===== src/rtl/writeback_stage_if.sv =====
// Result handshake between the memory stage (master) and the writeback stage (slave).
// in_data uses big-endian bit numbering: in_data[0:DW-1] is the high/only word.
interface writeback_stage_if #(
    parameter int DW = 32,
    parameter int AW = 6
) ();
    logic            in_valid;
    logic            in_ready;
    logic [AW-1:0]   in_rd;
    logic [0:2*DW-1] in_data;
    logic            in_dbl;
    logic            in_load;
    logic [1:0]      in_ldsize;
    logic            in_ldsigned;
    logic [1:0]      in_byteoff;

    modport master (
        output in_valid, in_rd, in_data, in_dbl, in_load, in_ldsize, in_ldsigned, in_byteoff,
        input  in_ready
    );

    modport slave (
        input  in_valid, in_rd, in_data, in_dbl, in_load, in_ldsize, in_ldsigned, in_byteoff,
        output in_ready
    );
endinterface


===== src/rtl/writeback_stage.sv =====
// Writeback stage: load extraction, double-result sequencing, registered register-file write port.
// Optional WB_R0_PROTECT_EN suppresses every register-file write addressed to register 0.
module writeback_stage #(
    parameter int DW = 32,
    parameter int AW = 6
) (
    input  logic               clk,
    input  logic               reset,
    writeback_stage_if.slave   in_if,
    output logic               regwe,
    output logic [AW-1:0]      Rw,
    output logic [DW-1:0]      Din,
    output logic               dbl_pending
);

    typedef enum logic {IDLE, DBL2} state_t;

    state_t        state_q, state_d;
    logic          regwe_q, regwe_d;
    logic [AW-1:0] rw_q, rw_d;
    logic [DW-1:0] din_q, din_d;
    logic [DW-1:0] lo_q, lo_d;
    logic          wr_en;

    // Byte offset 0 is the most significant byte; sub-word results are right-aligned.
    function automatic logic [DW-1:0] extract_load(input logic [0:DW-1] w,
                                                   input logic [1:0]    size,
                                                   input logic          sgn,
                                                   input logic [1:0]    off);
        logic [7:0]    b;
        logic [15:0]   h;
        logic [DW-1:0] r;
        case (off)
            2'd0:    b = w[0:7];
            2'd1:    b = w[8:15];
            2'd2:    b = w[16:23];
            default: b = w[24:31];
        endcase
        h = off[1] ? w[16:31] : w[0:15];
        case (size)
            2'b00:   r = {{(DW-8){sgn & b[7]}}, b};
            2'b01:   r = {{(DW-16){sgn & h[15]}}, h};
            default: r = w;
        endcase
        return r;
    endfunction

    always_ff @(posedge clk or posedge reset) begin
        if (reset) begin
            state_q <= IDLE;
            regwe_q <= 1'b0;
            rw_q    <= '0;
            din_q   <= '0;
            lo_q    <= '0;
        end else begin
            state_q <= state_d;
            regwe_q <= regwe_d;
            rw_q    <= rw_d;
            din_q   <= din_d;
            lo_q    <= lo_d;
        end
    end

    always_comb begin
        state_d = state_q;
        wr_en   = 1'b0;
        rw_d    = rw_q;
        din_d   = din_q;
        lo_d    = lo_q;
        case (state_q)
            IDLE: begin
                if (in_if.in_valid) begin
                    wr_en = 1'b1;
                    if (in_if.in_load) begin
                        rw_d  = in_if.in_rd;
                        din_d = extract_load(in_if.in_data[0:DW-1], in_if.in_ldsize,
                                             in_if.in_ldsigned, in_if.in_byteoff);
                    end else if (in_if.in_dbl) begin
                        // Odd destinations are coerced onto the even/odd pair.
                        rw_d    = {in_if.in_rd[AW-1:1], 1'b0};
                        din_d   = in_if.in_data[0:DW-1];
                        lo_d    = in_if.in_data[DW:2*DW-1];
                        state_d = DBL2;
                    end else begin
                        rw_d  = in_if.in_rd;
                        din_d = in_if.in_data[0:DW-1];
                    end
                end
            end
            DBL2: begin
                wr_en   = 1'b1;
                rw_d    = {rw_q[AW-1:1], 1'b1};
                din_d   = lo_q;
                state_d = IDLE;
            end
            default: state_d = IDLE;
        endcase
`ifdef WB_R0_PROTECT_EN
        regwe_d = wr_en && (rw_d != '0);
`else
        regwe_d = wr_en;
`endif
    end

    assign in_if.in_ready = (state_q == IDLE);
    assign dbl_pending    = (state_q == DBL2);
    assign regwe          = regwe_q;
    assign Rw             = rw_q;
    assign Din            = din_q;

endmodule


===== src/flat_wrapper.sv =====
// flat-port wrapper written by rule: the top's interface ports become plain ports
module writeback_stage_flat 
#(
    parameter int DW = 32,
    parameter int AW = 6
)
  (clk, reset, regwe, Rw, Din, dbl_pending, in_if_in_valid, in_if_in_rd, in_if_in_data, in_if_in_dbl, in_if_in_load, in_if_in_ldsize, in_if_in_ldsigned, in_if_in_byteoff, in_if_in_ready);
  writeback_stage_if #(.DW(DW), .AW(AW)) in_if_i ();
  input  logic clk;
  input  logic reset;
  output logic regwe;
  output logic [AW-1:0] Rw;
  output logic [DW-1:0] Din;
  output logic dbl_pending;
  input wire logic [$bits(in_if_i.in_valid)-1:0] in_if_in_valid;
  input wire logic [$bits(in_if_i.in_rd)-1:0] in_if_in_rd;
  input wire logic [$bits(in_if_i.in_data)-1:0] in_if_in_data;
  input wire logic [$bits(in_if_i.in_dbl)-1:0] in_if_in_dbl;
  input wire logic [$bits(in_if_i.in_load)-1:0] in_if_in_load;
  input wire logic [$bits(in_if_i.in_ldsize)-1:0] in_if_in_ldsize;
  input wire logic [$bits(in_if_i.in_ldsigned)-1:0] in_if_in_ldsigned;
  input wire logic [$bits(in_if_i.in_byteoff)-1:0] in_if_in_byteoff;
  output wire logic [$bits(in_if_i.in_ready)-1:0] in_if_in_ready;
  assign in_if_i.in_valid = in_if_in_valid;
  assign in_if_i.in_rd = in_if_in_rd;
  assign in_if_i.in_data = in_if_in_data;
  assign in_if_i.in_dbl = in_if_in_dbl;
  assign in_if_i.in_load = in_if_in_load;
  assign in_if_i.in_ldsize = in_if_in_ldsize;
  assign in_if_i.in_ldsigned = in_if_in_ldsigned;
  assign in_if_i.in_byteoff = in_if_in_byteoff;
  assign in_if_in_ready = in_if_i.in_ready;
  writeback_stage #(.DW(DW), .AW(AW)) u_core (.clk(clk), .reset(reset), .in_if(in_if_i), .regwe(regwe), .Rw(Rw), .Din(Din), .dbl_pending(dbl_pending));
endmodule

===== config.mk =====
export PLATFORM = sky130hd
export DESIGN_NAME = writeback_stage_flat
export DESIGN_NICKNAME = d
export VERILOG_FILES = /design/src/rtl/writeback_stage_if.sv /design/src/rtl/writeback_stage.sv /design/src/flat_wrapper.sv
export SDC_FILE = /design/constraint.sdc
export NUM_CORES = 1
export LEC_CHECK = 0
export BUFFER_PORTS_ARGS = -buffer_cell sky130_fd_sc_hd__buf_4
export CAP_MARGIN = 20
export CORE_UTILIZATION = 30
export DETAILED_ROUTE_END_ITERATION = 16
export PLACE_DENSITY = 0.59
export SETUP_SLACK_MARGIN = 0.5
export SLEW_MARGIN = 25
export SYNTH_ARGS = -nofsm -noshare
export SYNTH_HDL_FRONTEND = slang
export SYNTH_SLANG_ARGS = --single-unit

===== constraint.sdc =====
create_clock -name clk -period 2.7 [get_ports clk]
set_clock_uncertainty 0.15 [all_clocks]
set_input_delay 0.27 -clock clk [delete_from_list [all_inputs] [get_ports clk]]
set_output_delay 0.27 -clock clk [all_outputs]
set_load 0.05 [all_outputs]

==> results of run 1 <==
-- registers in the layout, indices dropped and copies added (netlist names) --
register and cells:
u_core.Din 32, u_core.Rw 6, u_core.dbl_pending 1, u_core.lo_q 32
u_core.regwe 1
-- through the flow --
step	power (mW)	hold slack [ns]	area [um2]	instances
6_report	3.48	0.0133	5050	619
5_1_grt	3.63	0.0150	5050	619
4_1_cts	3.51	0.00667	5040	619
3_5_place_dp	2.29	0.308	4670	597
3_3_place_gp	2.27	0.301	4670	597
2_1_floorplan	1.95	0.225	3670	356
-- placed cells by master, fill, tap and decap left out, types with 8 or more instances in the layout --
| cell | n |
|---|---|
| sky130_fd_sc_hd__buf_4 | 127 |
| sky130_fd_sc_hd__dfrtp_1 | 71 |
| sky130_fd_sc_hd__nand2_1 | 44 |
| sky130_fd_sc_hd__mux2_2 | 31 |
| sky130_fd_sc_hd__nor2b_1 | 25 |
| sky130_fd_sc_hd__a21oi_1 | 23 |
| sky130_fd_sc_hd__nor3b_1 | 19 |
| sky130_fd_sc_hd__o21ai_0 | 18 |
| sky130_fd_sc_hd__a31oi_1 | 18 |
| sky130_fd_sc_hd__o211ai_1 | 16 |
| sky130_fd_sc_hd__nor3_1 | 9 |
| sky130_fd_sc_hd__clkbuf_16 | 9 |
| sky130_fd_sc_hd__mux2i_1 | 8 |
| sky130_fd_sc_hd__a211o_1 | 8 |
-- Yosys cell counts (all sizes together), types with 4 or more instances --
library cell  instances
o21ai                18
nor3b                20
nand2                45
inv                   4
o211ai               16
dfrtp                72
nor2b                25
mux2i                 8
nor3                  9
o221ai                6
buf                  15
a31oi                18
mux2                 33
a21oi                23
clkbuf               16
a211o                 8
nor2                  6
-- what timing repair did --
action / 4_1_cts / 5_1_grt
hold buffers: 6 / 0
gates resized for setup: 0 / 1
endpoints found under the setup margin: 0 / 16
endpoints found under the hold margin: 39 / 0
-- logic make-up after synthesis --
| logic type | Yosys count | share of synthesized area [%] |
|---|---|---|
| buffers and inverters | 35 | 4.55 |
| AO/OA/AOI/OAI | 92 | 16.3 |
| AND/OR/NAND/NOR | 115 | 16.9 |
| multiplexers | 42 | 13.0 |
| flip-flops | 72 | 49.3 |
-- report_power, final --
part | leakage (nW) | internal, mW | switching (mW) | total (mW)
clock | 0.148 | 0.762 | 0.447 | 1.21
combinational | 1.22 | 0.371 | 0.538 | 0.909
sequential | 0.869 | 1.26 | 0.102 | 1.36
-- how the worst max path moves through the flow --
stage	to	cells after the start	start	slack, ns
floorplan	u_core.lo_q[16]$_DFFE_PP0P_	5	u_core.dbl_pending$_DFF_PP0_	0.60
global placement	u_core.Din[16]$_DFFE_PP0P_	5	u_core.dbl_pending$_DFF_PP0_	0.67
detailed placement	u_core.Din[30]$_DFFE_PP0P_	5	u_core.dbl_pending$_DFF_PP0_	0.59
CTS	u_core.Din[30]$_DFFE_PP0P_	5	u_core.dbl_pending$_DFF_PP0_	0.57
global route	u_core.Din[20]$_DFFE_PP0P_	5	u_core.dbl_pending$_DFF_PP0_	0.57
finish	u_core.Din[30]$_DFFE_PP0P_	5	u_core.dbl_pending$_DFF_PP0_	0.71
-- layer usage --
metal	share of wire [%]	track usage [%]	up-vias
met3	5.5	3.40	14
met2	51	30.6	112
li1	-	-	1512
met4	2.0	7.64	0
met5	0	0	-
met1	42	22.2	1567
-- worst max-delay path, stage by stage (launching register included) --
cell	delay (ns)
sky130_fd_sc_hd__dfrtp_2	0.39
sky130_fd_sc_hd__buf_6	0.40
sky130_fd_sc_hd__nor2b_1	0.12
sky130_fd_sc_hd__nand3_1	0.10
sky130_fd_sc_hd__a211o_1	0.46
sky130_fd_sc_hd__o211ai_1	0.18
-- layout make-up --
cell class                 instances  share of cell area (%)
tap                              143                    3.55
multi-input combinational        249                    33.5
clock buffer                      11                    5.01
inverter                           4                   0.446
sequential                        72                    35.7
clock inverter                     5                    1.09
timing repair buffer             135                    20.7
==> flow_metrics.env, run 1 <==
export IMPL_outcome="completed"
export IMPL_layout_area_seq_mm2=0.00180
export IMPL_unrepaired_setup_endpoints_after_global_routing="no"
export IMPL_clock_slew_at_the_register_clock_pins_of_the_worst_setup_and_hold_paths_ns=0.06
export IMPL_timing_hold_worst_endpoint="u_core.lo_q[20]$_DFFE_PP0P_"
export IMPL_drc_errors=0
export IMPL_worst_setup_path_end_kind="flip-flop"
export IMPL_synth_largest_type_area_fraction_pct=49.3
export IMPL_final_hold_violation_count=0
export IMPL_total_routing_usage_gr_pct=17.9
export IMPL_fp_dieH_um=112
export IMPL_holdPathStages=2
export IMPL_detail_route_wl_per_cell_um=17.5
export IMPL_register_to_register_setup_slack_ns=0.71
export IMPL_post_drt_via_cell_ratio=5.18
export IMPL_drt_pass1_iter_count=4
export IMPL_critical_path_arrival_ns=2.01
export IMPL_postSynthNetCount=436
export IMPL_antenna_diode_count=0
export IMPL_final_max_slew_violation_count=0
export IMPL_floorplan_rows=39
export IMPL_synthTopCellsByArea="sky130_fd_sc_hd__dfrtp_1, sky130_fd_sc_hd__mux2_2, sky130_fd_sc_hd__nand2_1"
export IMPL_cts_buf_count=9
export IMPL_max_clock_freq_ghz=0.503
export IMPL_drt_antenna_violating_nets=0
export IMPL_multi_input_comb_area_mm2=0.00169
export IMPL_lkg_pwr_nw=2.23
export IMPL_synth_cell_type_count=33
export IMPL_core_footprint_mm2=0.0117
export IMPL_cap_viol_max_count=0
export IMPL_synthArstFlopShare_pct=100
export IMPL_min_delay_path_class="input pin to flip-flop"
export IMPL_tightest_slew_ns=0.794
export IMPL_detail_route_wirelength_mm=10.9
export IMPL_post_route_period_util_pct=73.7
export IMPL_irDropWorstVdd_uv=329
export IMPL_synth_yosys_warnings=0
export IMPL_first_global_vias=3290
export IMPL_ctsLongestPathBuffers=2
export IMPL_global_route_wire_length_before_repair_mm=17.4
export IMPL_postSynthRegisterBits=72
export IMPL_overflow=0
export IMPL_first_iter_violations=191
export IMPL_num_fill_cells=1143
export IMPL_synth_ff_type="sky130_fd_sc_hd__dfrtp_1"
export IMPL_clkLatencyLatePin_ns=0.33
export IMPL_cts_num_sinks=72
export IMPL_timing_rr_end="u_core.Din[30]$_DFFE_PP0P_"
export IMPL_synth_sequential_area_ratio_pct=49.3
export IMPL_detailedPlace_worstSlack_ns=0.588
export IMPL_cts_tree="yes"
export IMPL_htree_levels=3
export IMPL_die_w_um=112
export IMPL_dp_hpwl_mm=8.00
export IMPL_setup_tns_ns=0
export IMPL_vias=3205
export IMPL_grt_max_degree=67
export IMPL_post_route_min_period_ns=1.99
export IMPL_drive_above_1_share_pct=38.9
export IMPL_nets=551
export IMPL_floorplan_die_area_mm2=0.0126
export IMPL_gpl_final_weighted_congestion=0.809
export IMPL_postSynthCellCount=356
export IMPL_mappedNetlistArea_mm2=0.00366
export IMPL_syn2layout_area_growth_pct=38.0
export IMPL_final_core_utilization_pct=43.3
export IMPL_antenna_found_initial=0
export IMPL_mean_instance_size_in_the_synthesized_netlist_um2=10.3
export IMPL_critical_path_required_ns=2.72
export IMPL_post_cts_repair_setup_buffers=0
export IMPL_slew_headroom_pct=46.9
export IMPL_final_critical_path_setup_slack_ns=0.710
export IMPL_synth_enable_flop_cells=0
export IMPL_netlist_top_cell_by_area="sky130_fd_sc_hd__dfrtp_1"
export IMPL_min_delay_start="in_if_in_data[20]"
export IMPL_worst_r2r_path_depth=5
export IMPL_r2r_start="u_core.dbl_pending$_DFF_PP0_"
export IMPL_cp_max_fo=66
export IMPL_initial_core_util_pct=31.4
export IMPL_buffer_ports_inserted=120
export IMPL_io_pins=121
export IMPL_p_per_cell_area_mw_per_mm2=689
export IMPL_clock_root_buffer="sky130_fd_sc_hd__clkbuf_16"
export IMPL_finalSetupViolCount=0
export IMPL_crit_path_category="flip-flop to flip-flop"
export IMPL_worstSetupStartpointType="flip-flop"
Note: power is estimated with default switching activity, not from simulation.
==> inputs of run 2 (changes only) <==
- PLACE_DENSITY: 0.59 -> 0.61
- clock period: 2.7 -> 1.7 ns (I/O delays scaled with it)
==> run 2 against run 1 <==
- the run now ends with negative setup slack left
- core utilization rose by 14 points
- sequential power up 61%
- combinational power rose by 120%
- die area unchanged
- non-clock buffer count up 91
- worst hold slack better by 0.013 ns
- critical path depth rose by 2
- clock power rose by 59%
- power increased by 75%
- worst setup slack got worse by 0.75 ns
- flip-flop and latch count is the same
- fmax up 14%
==> flow_metrics.env, run 2 (synthesis gave the netlist of run 1 again) <==
export IMPL_outcome="finished, violations left"
export IMPL_failed_checks="negative setup slack"
export IMPL_finalSetupViolCount=9
export IMPL_startpoint="u_core.dbl_pending$_DFF_PP0_"
export IMPL_placement_cell_area_mm2=0.00487
export IMPL_cts_num_sinks=72
export IMPL_worst_r2r_path_depth=7
export IMPL_nets=642
export IMPL_slew_headroom_pct=70.0
export IMPL_irDropWorstVdd_uv=405
export IMPL_layout_cells_most_common="sky130_fd_sc_hd__buf_4"
export IMPL_syn2layout_area_growth_pct=82.3
export IMPL_buffer_ports_inserted=120
export IMPL_setup_tns_ns=-0.0739
export IMPL_drt_pass1_iter_count=4
export IMPL_multi_input_comb_area_mm2=0.00203
export IMPL_critical_path_required_ns=1.80
export IMPL_critical_path_arrival_ns=1.84
export IMPL_max_clock_freq_ghz=0.575
export IMPL_min_delay_start="in_if_in_data[32]"
export IMPL_cp_endpoint="u_core.Din[29]$_DFFE_PP0P_"
export IMPL_htree_levels=3
export IMPL_dp_hpwl_mm=8.06
export IMPL_layout_area_seq_mm2=0.00180
export IMPL_fp_dieH_um=112
export IMPL_first_global_vias=3668
export IMPL_cts_tree="yes"
export IMPL_ctsLongestPathBuffers=2
export IMPL_tightest_slew_ns=0.449
export IMPL_drc_errors=0
export IMPL_initial_core_util_pct=31.4
export IMPL_r2r_start="u_core.dbl_pending$_DFF_PP0_"
export IMPL_clock_slew_at_the_register_clock_pins_of_the_worst_setup_and_hold_paths_ns=0.06
export IMPL_place_inst=608
export IMPL_clkLatencyLatePin_ns=0.35
export IMPL_global_route_wire_length_before_repair_mm=20.0
export IMPL_top_library_cells_by_usage_in_the_layout_fill_and_taps_aside="sky130_fd_sc_hd__buf_4, sky130_fd_sc_hd__dfrtp_1, sky130_fd_sc_hd__buf_6"
export IMPL_worst_setup_path_end_kind="flip-flop"
export IMPL_finalHoldWorstSlack_ns=0.0265
export IMPL_p_per_cell_area_mw_per_mm2=914
export IMPL_clock_root_buffer="sky130_fd_sc_hd__clkbuf_16"
export IMPL_detail_route_wl_per_cell_um=19.3
export IMPL_cts_buf_count=9
export IMPL_drt_antenna_violating_nets=0
export IMPL_core_footprint_mm2=0.0117
export IMPL_io_pins=121
export IMPL_final_core_utilization_pct=57.2
export IMPL_final_critical_path_setup_slack_ns=-0.0382
export IMPL_antenna_found_initial=0
export IMPL_die_w_um=112
export IMPL_floorplan_rows=39
export IMPL_stdcell_count=710
export IMPL_final_max_slew_violation_count=0
export IMPL_post_route_min_period_ns=1.74
export IMPL_antenna_diode_count=0
export IMPL_num_fill_cells=967
export IMPL_unrepaired_setup_endpoints_after_global_routing="yes"
export IMPL_floorplan_die_area_mm2=0.0126
export IMPL_cap_viol_max_count=0
export IMPL_register_to_register_setup_slack_ns=-0.04
export IMPL_crit_path_category="flip-flop to flip-flop"
export IMPL_gpl_final_weighted_congestion=0.821
export IMPL_first_iter_violations=202
export IMPL_post_route_period_util_pct=102
export IMPL_final_hold_violation_count=0
export IMPL_total_routing_usage_gr_pct=20.9
export IMPL_cp_max_fo=8
export IMPL_post_drt_via_cell_ratio=5.14
export IMPL_lkg_pwr_nw=2.98
export IMPL_postLayoutCellArea_mm2=0.00667
export IMPL_min_delay_path_class="input pin to flip-flop"
export IMPL_overflow=0
export IMPL_worstSetupStartpointType="flip-flop"
export IMPL_vias=3652
export IMPL_timing_rr_end="u_core.Din[29]$_DFFE_PP0P_"
export IMPL_detail_route_wirelength_mm=13.7
export IMPL_drive_above_1_share_pct=48.1
export IMPL_grt_max_degree=73
-- run 2: cell count changes in the layout (fill, tap and decap cells not counted), moves of 8 or more --
cell                            delta
sky130_fd_sc_hd__buf_6            +52
sky130_fd_sc_hd__dlygate4sd3_1    +46
sky130_fd_sc_hd__mux2_4           +32
sky130_fd_sc_hd__mux2_2           -30
sky130_fd_sc_hd__buf_4            -27
sky130_fd_sc_hd__o21ai_0          -15
sky130_fd_sc_hd__nor3b_1          -11
sky130_fd_sc_hd__nor3b_2          +10
sky130_fd_sc_hd__o21ai_1           +8
-- run 2: area by class of cell --
class                      instances  share of cell area [%]
clock inverter                     5                   0.844
sequential                        72                    27.0
clock buffer                      11                    3.64
timing repair buffer             226                    35.0
tap                              143                    2.68
inverter                           4                   0.338
multi-input combinational        249                    30.4
-- run 2: worst min path at each step --
stage               slack [ns]  depth (start not counted)                     endpoint
finish                    0.03                          3    u_core.Din[0]$_DFFE_PP0P_
global route              0.05                          3   u_core.Din[21]$_DFFE_PP0P_
CTS                      0.008                          3    u_core.Din[3]$_DFFE_PP0P_
detailed placement        0.16                          3  u_core.lo_q[17]$_DFFE_PP0P_
global placement          0.15                          3  u_core.lo_q[17]$_DFFE_PP0P_
floorplan                 0.13                          2     u_core.Rw[1]$_DFFE_PP0P_
-- run 2: per-stage QoR --
step	power (mW)	worst slack, ns
floorplan	3.14	-0.357
global route	6.33	-0.0747
detailed placement	3.70	0.00422
global placement	3.66	0.0367
finish	6.10	-0.0382
CTS	5.94	0.00114
-- run 2: power by group --
part,internal (mW),switching [mW]
Sequential,2.00,0.196
Clock,1.17,0.751
Combinational,0.990,0.987
-- run 2: what timing repair did --
item,4_1_cts,5_1_grt
cloned,3,8
hold buffers,50,2
setup endpoints to repair,113,113
resized for setup,79,67
hold endpoints to repair,121,2
buffers inserted,9,14
pin swaps,2,25
-- run 2: metal layers --
layer	up-vias	global-route usage (%)	share of wire (%)
met1	1807	27.1	43
met3	26	4.21	4.9
met4	0	9.33	2.6
li1	1697	-	-
met2	122	33.7	50
met5	-	0	0
-- run 2: critical path: stages (launching register included) --
cell	delay, ns
sky130_fd_sc_hd__dfrtp_2	0.43
sky130_fd_sc_hd__buf_6	0.14
sky130_fd_sc_hd__nor2b_4	0.12
sky130_fd_sc_hd__buf_6	0.11
sky130_fd_sc_hd__nand3_2	0.06
sky130_fd_sc_hd__a211o_4	0.36
sky130_fd_sc_hd__clkbuf_16	0.17
sky130_fd_sc_hd__o211ai_1	0.11
==> inputs of run 3 (changes only) <==
- CTS_BUF_LIST: unset -> sky130_fd_sc_hd__clkbuf_4 sky130_fd_sc_hd__clkbuf_8 sky130_fd_sc_hd__clkbuf_16
==> run 3 against run 2 <==
- the run still ends with negative setup slack left
- worst hold slack got worse by 0.0011 ns
- cell count fell by 0.14%
- combinational power hardly changed
- sequential share of layout area is essentially flat
- routed wire length decreased by 1.2%
- cell area is essentially flat
- critical path depth unchanged
- critical path type unchanged
==> flow_metrics.env, run 3 (synthesis gave the netlist of run 1 again) <==
export IMPL_cts_num_sinks=72
export IMPL_crit_path_max_incr_delay_ns=0.43
export IMPL_floorplan_rows=39
export IMPL_drt_antenna_violating_nets=0
export IMPL_failed_checks="negative setup slack"
export IMPL_first_iter_violations=187
export IMPL_cts_tree="yes"
export IMPL_clock_root_buffer="sky130_fd_sc_hd__clkbuf_16"
export IMPL_drc_errors=0
export IMPL_unrepaired_setup_endpoints_after_global_routing="yes"
export IMPL_final_hold_violation_count=0
export IMPL_crit_path_category="flip-flop to flip-flop"
export IMPL_timing_hold_worst_endpoint="u_core.Din[0]$_DFFE_PP0P_"
export IMPL_worstSetupStartpointType="flip-flop"
export IMPL_buffer_ports_inserted=120
export IMPL_grt_max_degree=73
export IMPL_cp_max_fo=8
export IMPL_total_routing_usage_gr_pct=20.8
export IMPL_min_delay_start="in_if_in_data[32]"
export IMPL_overflow=0
export IMPL_drt_pass1_iter_count=4
export IMPL_global_route_usage_met2_pct=33.6
export IMPL_top_library_cells_by_usage_in_the_layout_fill_and_taps_aside="sky130_fd_sc_hd__buf_4, sky130_fd_sc_hd__dfrtp_1, sky130_fd_sc_hd__buf_6"
export IMPL_final_critical_path_setup_slack_ns=-0.00524
export IMPL_floorplan_die_area_mm2=0.0126
export IMPL_totalPowerFinal_mw=6.10
export IMPL_holdPathStages=3
export IMPL_r2r_start="u_core.dbl_pending$_DFF_PP0_"
export IMPL_htree_levels=3
export IMPL_use_met3_pct=4.21
export IMPL_critical_path_cell_chain="buf_6 > nor2b_4 > buf_6 > nand3_2 > a211o_4 > clkbuf_16 > o211ai_1"
export IMPL_clkLatencyLatePin_ns=0.34
export IMPL_io_pins=121
export IMPL_critical_path_arrival_ns=1.81
export IMPL_fp_dieH_um=112
export IMPL_cts_buf_count=9
export IMPL_min_delay_path_class="input pin to flip-flop"
export IMPL_tightest_slew_ns=0.443
export IMPL_slew_headroom_pct=70.5
export IMPL_detailedPlace_worstSlack_ns=0.00422
export IMPL_syn2layout_area_growth_pct=82.2
export IMPL_num_fill_cells=970
export IMPL_register_to_register_setup_slack_ns=-0.005
export IMPL_worst_setup_path_end_kind="flip-flop"
export IMPL_initial_core_util_pct=31.4
export IMPL_multi_input_comb_area_mm2=0.00203
export IMPL_outcome="finished, violations left"
export IMPL_layout_cells_most_common="sky130_fd_sc_hd__buf_4"
export IMPL_grt_most_used_layer="met2"
export IMPL_detail_route_wirelength_mm=13.6
export IMPL_worst_r2r_path_depth=7
export IMPL_antenna_found_initial=0
export IMPL_timing_rr_end="u_core.Din[17]$_DFFE_PP0P_"
export IMPL_startpoint="u_core.dbl_pending$_DFF_PP0_"
export IMPL_gr_usage_met1_pct=27.0
export IMPL_p_per_cell_area_mw_per_mm2=915
export IMPL_first_global_vias=3662
export IMPL_drive_above_1_share_pct=48.2
export IMPL_post_route_period_util_pct=100
export IMPL_clock_slew_at_the_register_clock_pins_of_the_worst_setup_and_hold_paths_ns=0.06
export IMPL_gpl_final_weighted_congestion=0.821
export IMPL_final_max_slew_violation_count=0
export IMPL_timing_critical_path_slowest_stage_cell="sky130_fd_sc_hd__dfrtp_2"
export IMPL_cap_viol_max_count=0
export IMPL_finalHoldWorstSlack_ns=0.0254
export IMPL_finalSetupViolCount=6
export IMPL_global_route_wire_length_before_repair_mm=19.9
export IMPL_placement_cell_area_mm2=0.00487
export IMPL_post_route_min_period_ns=1.71
export IMPL_irDropWorstVdd_uv=408
export IMPL_postLayoutCellArea_mm2=0.00666
export IMPL_most_repeated_library_cell_on_the_critical_path="sky130_fd_sc_hd__buf_6"
export IMPL_nets=641
export IMPL_antenna_diode_count=0
export IMPL_layout_area_seq_mm2=0.00180
export IMPL_ctsLongestPathBuffers=2
export IMPL_lkg_pwr_nw=2.97
export IMPL_critical_path_required_ns=1.81
export IMPL_core_footprint_mm2=0.0117
export IMPL_post_drt_via_cell_ratio=5.13
export IMPL_dp_hpwl_mm=8.06
export IMPL_detail_route_wl_per_cell_um=19.1
export IMPL_vias=3637
export IMPL_die_w_um=112
export IMPL_max_clock_freq_ghz=0.586
## run 3: metal layers
layer  part of all wire (%)  wire length [um]  up-vias
li1                       -                 -     1694
met1                     42              5760     1791
met2                     50              6740      128
met3                    5.3               723       24
met4                    2.5               339        0
met5                      0                 0        -
## run 3: how the worst max path moves through the flow
stage                                        endpoint  cells past startpoint
after floorplan           u_core.lo_q[10]$_DFFE_PP0P_                      5
after global placement     u_core.lo_q[9]$_DFFE_PP0P_                      5
after detailed placement  u_core.lo_q[14]$_DFFE_PP0P_                      5
after CTS                 u_core.lo_q[10]$_DFFE_PP0P_                      6
after global routing       u_core.Din[19]$_DFFE_PP0P_                      7
final                      u_core.Din[17]$_DFFE_PP0P_                      7
## run 3: timing repair
item                                    in CTS  in global routing
gates resized for setup                     79                 67
cloned                                       3                  8
buffers inserted                             9                 13
hold endpoints to repair                   121                  2
hold buffers                                50                  2
endpoints found under the setup margin     113                113
pin swaps                                    2                 25
## run 3: power breakdown
group          leakage, nW  internal [mW]  switching (mW)
logic                 1.96          0.989           0.984
clock network        0.149           1.19           0.742
registers            0.869           2.00           0.193
total                 2.97           4.18            1.92
## run 3: area by class of cell
type,count,area share [%]
clock inverters,5,0.845
well taps,143,2.68
multi-input cells,249,30.4
inverters,4,0.338
flip-flops and latches,72,27.1
repair buffers,225,34.9
clock buffers,11,3.70
## run 3: critical path, delay by kind of cell, from the launching register on
kind	cells	cell delay, ns
AO/OA/AOI/OAI	2	0.44
AND/OR/NAND/NOR	2	0.18
buffers and inverters	3	0.42
flip-flops	1	0.43
## run 3: stage by stage
step | utilization [%] | cells | setup TNS, ns
3_5_place_dp | 41.8 | 608 | 0
4_1_cts | 52.5 | 686 | 0
2_1_floorplan | - | 356 | -10.19
5_1_grt | 57.1 | 709 | -1.67
3_3_place_gp | 41.8 | 608 | 0
6_report | 57.1 | 709 | -0.0197
